### config.mk
export PLATFORM = sky130hd
export DESIGN_NAME = simple_des_feeder
export DESIGN_NICKNAME = d
export VERILOG_FILES = /design/src/rtl/simple_des_feeder.sv
export SDC_FILE = /design/constraint.sdc
export NUM_CORES = 1
export LEC_CHECK = 0
export ABC_AREA = 1
export CAP_MARGIN = 25
export CORE_MARGIN = 10
export CORE_UTILIZATION = 50
export DETAILED_ROUTE_END_ITERATION = 16
export PLACE_DENSITY = 0.72
export SYNTH_ARGS = -nofsm -noshare
export SYNTH_HDL_FRONTEND = slang
export SYNTH_SLANG_ARGS = --single-unit
### constraint.sdc
create_clock -name clk -period 3.6 [get_ports clk]
set_input_delay 0.72 -clock clk [delete_from_list [all_inputs] [get_ports clk]]
set_output_delay 0.72 -clock clk [all_outputs]
set_load 0.01 [all_outputs]
### src/rtl/simple_des_feeder.sv
// Serial byte feeder for a 16-bit DES stage: pairs {key, plaintext} bytes, queues them,
// presents each pair on des_word for a fixed settle time and captures the returned ciphertext.
module simple_des_feeder #(
    parameter int WAIT_CYCLES = 6,
    parameter int FIFO_DEPTH  = 4
) (
    input  logic        clk,
    input  logic        reset,
    input  logic [7:0]  byte_in,
    input  logic        byte_valid,
    output logic        byte_ready,
    output logic [15:0] des_word,
    input  logic [7:0]  cipher_in,
    output logic [7:0]  result,
    output logic        result_valid,
    input  logic        result_ready,
    output logic        busy,
    output logic [2:0]  fifo_count
);

    localparam int PTRW = (FIFO_DEPTH > 1) ? $clog2(FIFO_DEPTH) : 1;
    localparam int CNTW = $clog2(FIFO_DEPTH + 1);
    localparam logic [CNTW-1:0] DEPTH_C    = CNTW'(FIFO_DEPTH);
    localparam logic [PTRW-1:0] PTR_LAST_C = PTRW'(FIFO_DEPTH - 1);
    localparam logic [3:0]      WAIT_LOAD_C = 4'(WAIT_CYCLES - 1);

    typedef enum logic [1:0] {
        S_IDLE,
        S_LOAD,
        S_WAIT,
        S_OUT
    } state_t;

    state_t            state_q, state_d;
    logic              phase_q, phase_d;
    logic [7:0]        key_q, key_d;
    logic [PTRW-1:0]   wrPtr_q, wrPtr_d;
    logic [PTRW-1:0]   rdPtr_q, rdPtr_d;
    logic [CNTW-1:0]   count_q, count_d;
    logic [3:0]        waitCnt_q, waitCnt_d;
    logic [15:0]       desWord_q, desWord_d;
    logic [7:0]        result_q, result_d;
    logic              resultValid_q, resultValid_d;
    logic [15:0]       fifoMem [FIFO_DEPTH];

    logic accept;
    logic push;
    logic doPop;
    logic doCapture;
    logic doDeliver;

    always_ff @(posedge clk or posedge reset) begin
        if (reset) begin
            state_q <= S_IDLE;
        end else begin
            state_q <= state_d;
        end
    end

    always_comb begin
        state_d = state_q;
        case (state_q)
            S_IDLE:  if (count_q != '0) state_d = S_LOAD;
            S_LOAD:  state_d = S_WAIT;
            S_WAIT:  if (waitCnt_q == '0) state_d = S_OUT;
            S_OUT:   if (result_ready) state_d = S_IDLE;
            default: state_d = S_IDLE;
        endcase
    end

    always_comb begin
        busy      = (state_q != S_IDLE);
        doPop     = (state_q == S_LOAD);
        doCapture = (state_q == S_WAIT) && (waitCnt_q == '0);
        doDeliver = (state_q == S_OUT) && result_ready;
    end

    // Byte intake runs independently of the FSM; only a full FIFO stalls it.
    always_comb begin
        byte_ready = (count_q < DEPTH_C);
        accept     = byte_valid && byte_ready;
        push       = accept && phase_q;

        phase_d = accept ? ~phase_q : phase_q;
        key_d   = (accept && !phase_q) ? byte_in : key_q;

        wrPtr_d = wrPtr_q;
        if (push) wrPtr_d = (wrPtr_q == PTR_LAST_C) ? '0 : wrPtr_q + 1'b1;
        rdPtr_d = rdPtr_q;
        if (doPop) rdPtr_d = (rdPtr_q == PTR_LAST_C) ? '0 : rdPtr_q + 1'b1;

        count_d = count_q;
        if (push && !doPop) count_d = count_q + 1'b1;
        else if (!push && doPop) count_d = count_q - 1'b1;

        waitCnt_d = waitCnt_q;
        if (doPop) waitCnt_d = WAIT_LOAD_C;
        else if ((state_q == S_WAIT) && (waitCnt_q != '0)) waitCnt_d = waitCnt_q - 1'b1;

        desWord_d     = doPop ? fifoMem[rdPtr_q] : desWord_q;
        result_d      = doCapture ? cipher_in : result_q;
        resultValid_d = resultValid_q;
        if (doCapture) resultValid_d = 1'b1;
        else if (doDeliver) resultValid_d = 1'b0;
    end

    always_ff @(posedge clk or posedge reset) begin
        if (reset) begin
            phase_q       <= 1'b0;
            key_q         <= '0;
            wrPtr_q       <= '0;
            rdPtr_q       <= '0;
            count_q       <= '0;
            waitCnt_q     <= '0;
            desWord_q     <= '0;
            result_q      <= '0;
            resultValid_q <= 1'b0;
        end else begin
            phase_q       <= phase_d;
            key_q         <= key_d;
            wrPtr_q       <= wrPtr_d;
            rdPtr_q       <= rdPtr_d;
            count_q       <= count_d;
            waitCnt_q     <= waitCnt_d;
            desWord_q     <= desWord_d;
            result_q      <= result_d;
            resultValid_q <= resultValid_d;
        end
    end

    // Queue storage needs no reset: the pointers and count define which entries are live.
    always_ff @(posedge clk) begin
        if (push) fifoMem[wrPtr_q] <= {key_q, byte_in};
    end

    assign des_word     = desWord_q;
    assign result       = result_q;
    assign result_valid = resultValid_q;
    assign fifo_count   = 3'(count_q);

endmodule

==> flow_summary_export.csv, run 1 <==
group,metric,value,unit
critical_path,slowest_delay,0.55,ns
drt,via_count,3050,
critical_path,crit_path_start_kind,"flop",
timing,layout_setup_ws,1.22,ns
global_route,first_global_vias,3023,
drt,routed_wirelength,8750,um
pwr,combinationalPowerShare,0.390,
timing,final-setup-viol-count,0,
logic_synthesis,synth_top_cell_area_share,0.402,
status,run_status,"finished clean",
die,num_io_pins,50,
pwr,power_per_cell_area,796,nW/um^2
cts,number_of_h_tree_branching_levels,3,
final_layout,finish.utilization,0.598,
cts,cts_sinks,111,
placement,number_of_buffers_added_on_ports,49,
die,fp.dieArea,13900,um^2
critical_path,setup.worst_path.class,"flop to primary output",
timing,clock-skew-final,0.00909,ns
timing,clock.fmax,420,MHz
logic_synthesis,ys_types,28,
logic_synthesis,synth.ff_latch_count,111,
logic_synthesis,synth.top_cells.by_area,"sky130_fd_sc_hd__edfxtp_1 40%, sky130_fd_sc_hd__dfrtp_1 25%, sky130_fd_sc_hd__nand2_1 11%",
timing,slew_violations,0,
cts,cts.reportedPaths.clkPinSlew,0.10,ns
drt,drt-initial-drc-count,156,
logic_synthesis,yosys_warnings,0,
pwr,p_int,2.79,mW
cts,post_cts_resize_count,0,
timing,setup_total_negative_slack,0,ns
placement,post-place-ws,0.977,ns
drt,detail_route.vias_per_cell,4.67,
pwr,vdd.ir_drop.worst,355,uV
pwr,p_leak,2.47,nW
cts,postCtsSetupRepairBufs,0,
global_route,antenna_violations_before_repair,0,
logic_synthesis,synth.avg_cell_area,10.2,um^2
cts,tritoncts.num_buffers,9,
die,initial_core_utilization,0.515,
cts,ctsHoldBuffers,0,
logic_synthesis,post_synth_inst_count,467,
timing,worst-slew-pin-transition,0.756,ns
worst_hold_path,timing.hold.worst.class,"flop to flop",
logic_synthesis,synth.net_count,499,
final_layout,share_of_post_route_cells_with_drive_strength_above_1,0.0821,
critical_path,critPathArrivalTime,1.66,ns
critical_path,cp_data_required_time,2.88,ns
drt,route.antenna.remaining_nets,0,
pwr,switchingPower,1.63,mW
die,die_height,118,um
pwr,pwr-share-seq,0.453,
logic_synthesis,synth-edff-count,64,
pwr,p_clk_frac,0.158,
timing,timing.final.crit_period,2.38,ns
die,placementRows,35,
critical_path,crit_path_max_fanout,4,
final_layout,design_area,5550,um^2
global_route,globalRouteTotalUtil,0.130,
critical_path,critical_path.cell_chain,"inv_1 -> ha_1 -> inv_1 -> clkdlybuf4s50_1",
timing,fin_worst_hold_slack,0.483,ns
final_layout,diodes,0,
run,cap_viol_max_count,0,
critical_path,crit_path_frequent_cell,"sky130_fd_sc_hd__inv_1",
global_route,grt_start_max_net_pins,35,
timing,max-slew-margin-rel,0.496,
drt,drt_pass1_iterations,5,
placement,placed_area,5360,um^2
cts,worst_skew_pair_later_pin_latency,0.35,ns
die,fp.dieW,118,um
logic_synthesis,synthesis.area,4780,um^2
drt,route.detailed.drc,0,
timing,hold_viol,0,
final_layout,flow.area_growth_from_synthesis,16.0,%
critical_path,crit_slowest_cell,"sky130_fd_sc_hd__clkdlybuf4s50_1",
pwr,sw_frac_of_total,0.369,
critical_path,reg2reg_setup_slack,1.52,ns
cts,cts_tree,"yes",
drt,wl_per_cell,13.4,um
cts,cts-root-buf,"sky130_fd_sc_hd__clkbuf_8",
timing,grt_setup_unrepaired,"false",
die,core,9280,um^2
logic_synthesis,synth_top_cell_by_area,"sky130_fd_sc_hd__edfxtp_1",
placement,post-dp-hpwl,5920,um
logic_synthesis,synth_seq_area_share,0.648,
timing,finalCritPeriodShare,0.662,
global_route,grt_first_pass_wirelength,14900,um
placement,gp_congestion,0.747,
logic_synthesis,predominant_post_synthesis_flop_cell,"sky130_fd_sc_hd__edfxtp_1",
global_route,globalRoute.totalOverflow,0,
cts,bufs_on_longest_clock_path,2,
critical_path,cp-end-kind,"primary output",
final_layout,fin_nets,551,
logic_synthesis,ys_async_sr_fraction,0.423,
## logic make-up (layout without fill, tap and decap cells)
kind of cell,Yosys count,count (layout),synth area share
XOR/XNOR,3,3,0.00550
flip-flops,111,111,0.648
buffers and inverters,73,130,0.0751
AO/OA/AOI/OAI,39,39,0.0471
AND/OR/NAND/NOR,229,229,0.191
adder cells (fa/ha/maj),12,12,0.0330
## power by group through the flow
stage          Clock, mW  Combinational (mW)  Sequential, mW
6_report           0.697                1.72            2.00
5_1_grt            0.764                1.97            2.05
4_1_cts            0.720                1.76            2.00
3_5_place_dp           0                1.75            2.03
3_3_place_gp           0                1.69            2.01
2_1_floorplan          0                1.17            2.01
## layout by cell type (no fill, tap or decap), types with 2 or more instances in the layout
cell and count:
sky130_fd_sc_hd__o21ai_0 24, sky130_fd_sc_hd__inv_1 52, sky130_fd_sc_hd__nand2_1 141, sky130_fd_sc_hd__o21ai_1 6, sky130_fd_sc_hd__dfrtp_1 47, sky130_fd_sc_hd__clkbuf_1 2
sky130_fd_sc_hd__inv_4 3, sky130_fd_sc_hd__clkdlybuf4s50_1 49, sky130_fd_sc_hd__clkbuf_8 12, sky130_fd_sc_hd__xor2_1 2, sky130_fd_sc_hd__inv_2 4, sky130_fd_sc_hd__o21ai_2 8
sky130_fd_sc_hd__nand3_1 6, sky130_fd_sc_hd__edfxtp_1 64, sky130_fd_sc_hd__nand4_1 3, sky130_fd_sc_hd__ha_1 11, sky130_fd_sc_hd__nand2_2 4, sky130_fd_sc_hd__nor2_1 71
sky130_fd_sc_hd__buf_4 7
## sequential cells by signal, summed over array words and instances, names as in the netlist
signal        cells
key_q             8
waitCnt_q         4
wrPtr_q           2
fifo_count        3
state_q           2
des_word         16
result_valid      1
fifoMem          64
result            8
phase_q           1
rdPtr_q           2
## synth_stat cells, drive strengths merged (2+ instances only)
cell type  instances
nand2            145
dfrtp             47
inv               57
nand3              8
ha                11
nor2              73
xor2               2
buf               15
nand4              3
o21ai             38
edfxtp            64
## through the flow
step	std cells	total power, mW
2_1_floorplan	467	3.18
3_3_place_gp	636	3.70
3_5_place_dp	637	3.78
4_1_cts	653	4.48
5_1_grt	653	4.78
6_report	653	4.42
## final timing paths
| path | from | cells past startpoint | end |
|---|---|---|---|
| max | state_q[1] | 4 | busy |
| min reg2reg | phase_q | 2 | phase_q |
| max reg2reg | state_q[1] | 11 | fifo_count[2] |
| min in group asynchronous | reset | 2 | result[1] |
| max in group asynchronous | reset | 3 | des_word[10] |
| min | phase_q | 2 | phase_q |
## worst max-delay path: cells and delay by family, from the launching register on
kind	cells	cell delay [ns]
adders and majority gates	1	0.20
buffers and inverters	3	0.70
DFF	1	0.41
## routing by layer
metal	vias up	global-route usage	share of wire
met5	-	0	0
met4	0	0.0379	0.0096
met3	8	0.0336	0.056
met2	74	0.222	0.49
met1	1399	0.159	0.44
li1	1569	-	-
## area by class of cell
class / instances / area (um^2)
fillers: 778 / 3740
flip-flops and latches: 111 / 3100
multi-input cells: 283 / 1320
repair buffers: 57 / 563
inverters: 57 / 216
clock buffers: 14 / 173
well taps: 129 / 161
clock inverters: 2 / 12.5
No activity file was read; power rests on OpenSTA's default activity.
==> run 2: changes to the inputs <==
clock period = 2.3 ns   (was 3.6 ns; I/O delays follow)
==> run 2 against run 1 <==
Net effect:
- non-clock buffer count grew 3
- sequential share of layout area shrank 0.33 points
- clock skew is essentially flat
- total power grew 59%
- critical path type unchanged
- critical endpoint unchanged
- largest power group unchanged
- highest routed layer unchanged
==> flow_summary_export.csv, run 2 (same netlist as run 1, synthesis figures left out) <==
group,metric,value,unit
pwr,p_leak,2.48,nW
global_route,grt_start_max_net_pins,29,
critical_path,r2r_start,"state_q[1]",
global_route,first_global_vias,3059,
timing,hold_viol,0,
pwr,sw_frac_of_total,0.371,
critical_path,reg2reg_setup_slack,0.50,ns
pwr,power_per_cell_area,1260,nW/um^2
final_layout,multi_input_comb_area,1320,um^2
cts,ctsHoldBuffers,0,
drt,via_count,3115,
global_route,grt_first_pass_wirelength,15300,um
timing,max-slew-margin-rel,0.525,
drt,detailed_routed_wire_length_on_met3,438,um
drt,wirelength_met1,4100,um
timing,clock.fmax,465,MHz
cts,cts-root-buf,"sky130_fd_sc_hd__clkbuf_8",
timing,final-setup-viol-count,0,
timing,timing.final.crit_period,2.15,ns
pwr,p_clk_frac,0.160,
final_layout,fin_nets,554,
global_route,globalRoute.totalOverflow,0,
die,fp.dieArea,13900,um^2
timing,grt_setup_unrepaired,"false",
final_layout,fillers,788,
cts,postCtsSetupRepairBufs,0,
timing,fin_worst_hold_slack,0.415,ns
critical_path,crit_path_start_kind,"flop",
timing,finalCritPeriodShare,0.935,
timing,setup_total_negative_slack,0,ns
pwr,combinationalPowerShare,0.399,
final_layout,final_common_cell,"sky130_fd_sc_hd__nand2_1",
timing,clock-skew-final,0.00887,ns
drt,route.antenna.remaining_nets,0,
cts,cts.reportedPaths.clkPinSlew,0.10,ns
drt,route.detailed.drc,0,
status,run_status,"finished clean",
worst_hold_path,timing.hold.worst.class,"input port to asynchronous set/reset pin",
cts,post_cts_resize_count,0,
final_layout,largest_register_ffs,64,
drt,routed_wirelength,9230,um
placement,gp_congestion,0.788,
final_layout,highest_count_cells_in_the_layout_ignoring_fill_and_taps,"141 x sky130_fd_sc_hd__nand2_1, 71 x sky130_fd_sc_hd__nor2_1, 64 x sky130_fd_sc_hd__edfxtp_1",
pwr,p_int,4.41,mW
critical_path,cp_data_required_time,1.84,ns
drt,detail_route.vias_per_cell,4.75,
pwr,vdd.ir_drop.worst,514,uV
cts,worst_skew_pair_later_pin_latency,0.36,ns
critical_path,crit_path_max_fanout,4,
drt,drt_pass1_iterations,4,
final_layout,layout.area.seq,3100,um^2
final_layout,diodes,0,
drt,met2_length,4530,um
cts,tritoncts.num_buffers,9,
cts,number_of_h_tree_branching_levels,3,
die,placementRows,35,
cts,cts_sinks,111,
critical_path,critPathArrivalTime,1.69,ns
critical_path,setup.worst_path.class,"flop to primary output",
cts,bufs_on_longest_clock_path,2,
timing,slew_violations,0,
cts,cts_tree,"yes",
global_route,globalRouteTotalUtil,0.135,
drt,top_layer_used,"met4",
critical_path,cp-end-kind,"primary output",
die,core,9280,um^2
drt,wl_per_cell,14.1,um
pwr,pwr-share-seq,0.441,
drt,drt-initial-drc-count,119,
die,die_height,118,um
critical_path,reg2regPathDepth,9,
global_route,antenna_violations_before_repair,0,
placement,number_of_buffers_added_on_ports,49,
final_layout,flow.area_growth_from_synthesis,16.7,%
final_layout,regMostFlops,"fifoMem",
die,initial_core_utilization,0.515,
die,fp.dieW,118,um
final_layout,share_of_post_route_cells_with_drive_strength_above_1,0.0835,
run,cap_viol_max_count,0,
pwr,switchingPower,2.61,mW
critical_path,critical_path.reg2reg.endpoint,"fifo_count[2]",
placement,post-dp-hpwl,6230,um
timing,worst-slew-pin-transition,0.713,ns
die,num_io_pins,50,
run 2: cell types whose count changed in the layout (fill, tap and decap cells not counted):
| cell | change |
|---|---|
| sky130_fd_sc_hd__clkinv_2 | +1 |
| sky130_fd_sc_hd__clkbuf_8 | -3 |
| sky130_fd_sc_hd__buf_4 | +2 |
| sky130_fd_sc_hd__clkbuf_1 | +2 |
| sky130_fd_sc_hd__inv_4 | -2 |
| sky130_fd_sc_hd__clkinv_4 | +1 |
| sky130_fd_sc_hd__bufinv_16 | +1 |
| sky130_fd_sc_hd__buf_12 | +1 |
run 2: through the flow:
step                total power, mW  cell area [um^2]   util  std cells  setup slack [ns]
finish                         7.02              5580  0.601        656             0.149
global placement               5.85              5400  0.581        640             0.143
floorplan                      4.98              4780      -        467             0.332
CTS                            7.09              5580  0.601        656             0.124
detailed placement             5.98              5400  0.581        640            0.0908
global route                   7.59              5580  0.601        656            0.0681
run 2: worst max-delay path, stage by stage, from the launching register on:
cell and delay [ns]:
sky130_fd_sc_hd__dfrtp_1 0.41, sky130_fd_sc_hd__inv_1 0.08, sky130_fd_sc_hd__ha_1 0.21, sky130_fd_sc_hd__inv_1 0.07
sky130_fd_sc_hd__clkdlybuf4s50_1 0.55
run 2: how the worst max path moves through the flow:
stage	from	to	slack [ns]	depth (start not counted)
finish	state_q[0]	busy	0.15	4
global route	state_q[0]	busy	0.07	4
CTS	state_q[0]	busy	0.12	4
detailed placement	byte_valid	fifo_count[2]	0.09	9
global placement	byte_valid	fifo_count[2]	0.14	9
floorplan	fifo_count[2]	fifoMem[0][0]	0.33	5
run 2: power groups by stage:
stage | Clock (mW) | Sequential, mW | Combinational (mW)
2_1_floorplan | 0 | 3.14 | 1.84
4_1_cts | 1.14 | 3.10 | 2.85
6_report | 1.12 | 3.09 | 2.80
3_3_place_gp | 0 | 3.10 | 2.75
3_5_place_dp | 0 | 3.14 | 2.84
5_1_grt | 1.23 | 3.17 | 3.19
run 2: cell type report:
cell class | instances | area share
clock buffer | 13 | 0.0249
tap | 129 | 0.0289
timing repair buffer | 60 | 0.107
clock inverter | 3 | 0.00785
multi-input combinational | 283 | 0.237
sequential | 111 | 0.555
inverter | 57 | 0.0388
run 2: per-layer routing:
layer,vias up,track usage
met3,13,0.0355
li1,1574,-
met2,81,0.226
met5,-,0
met4,0,0.0471
met1,1447,0.165
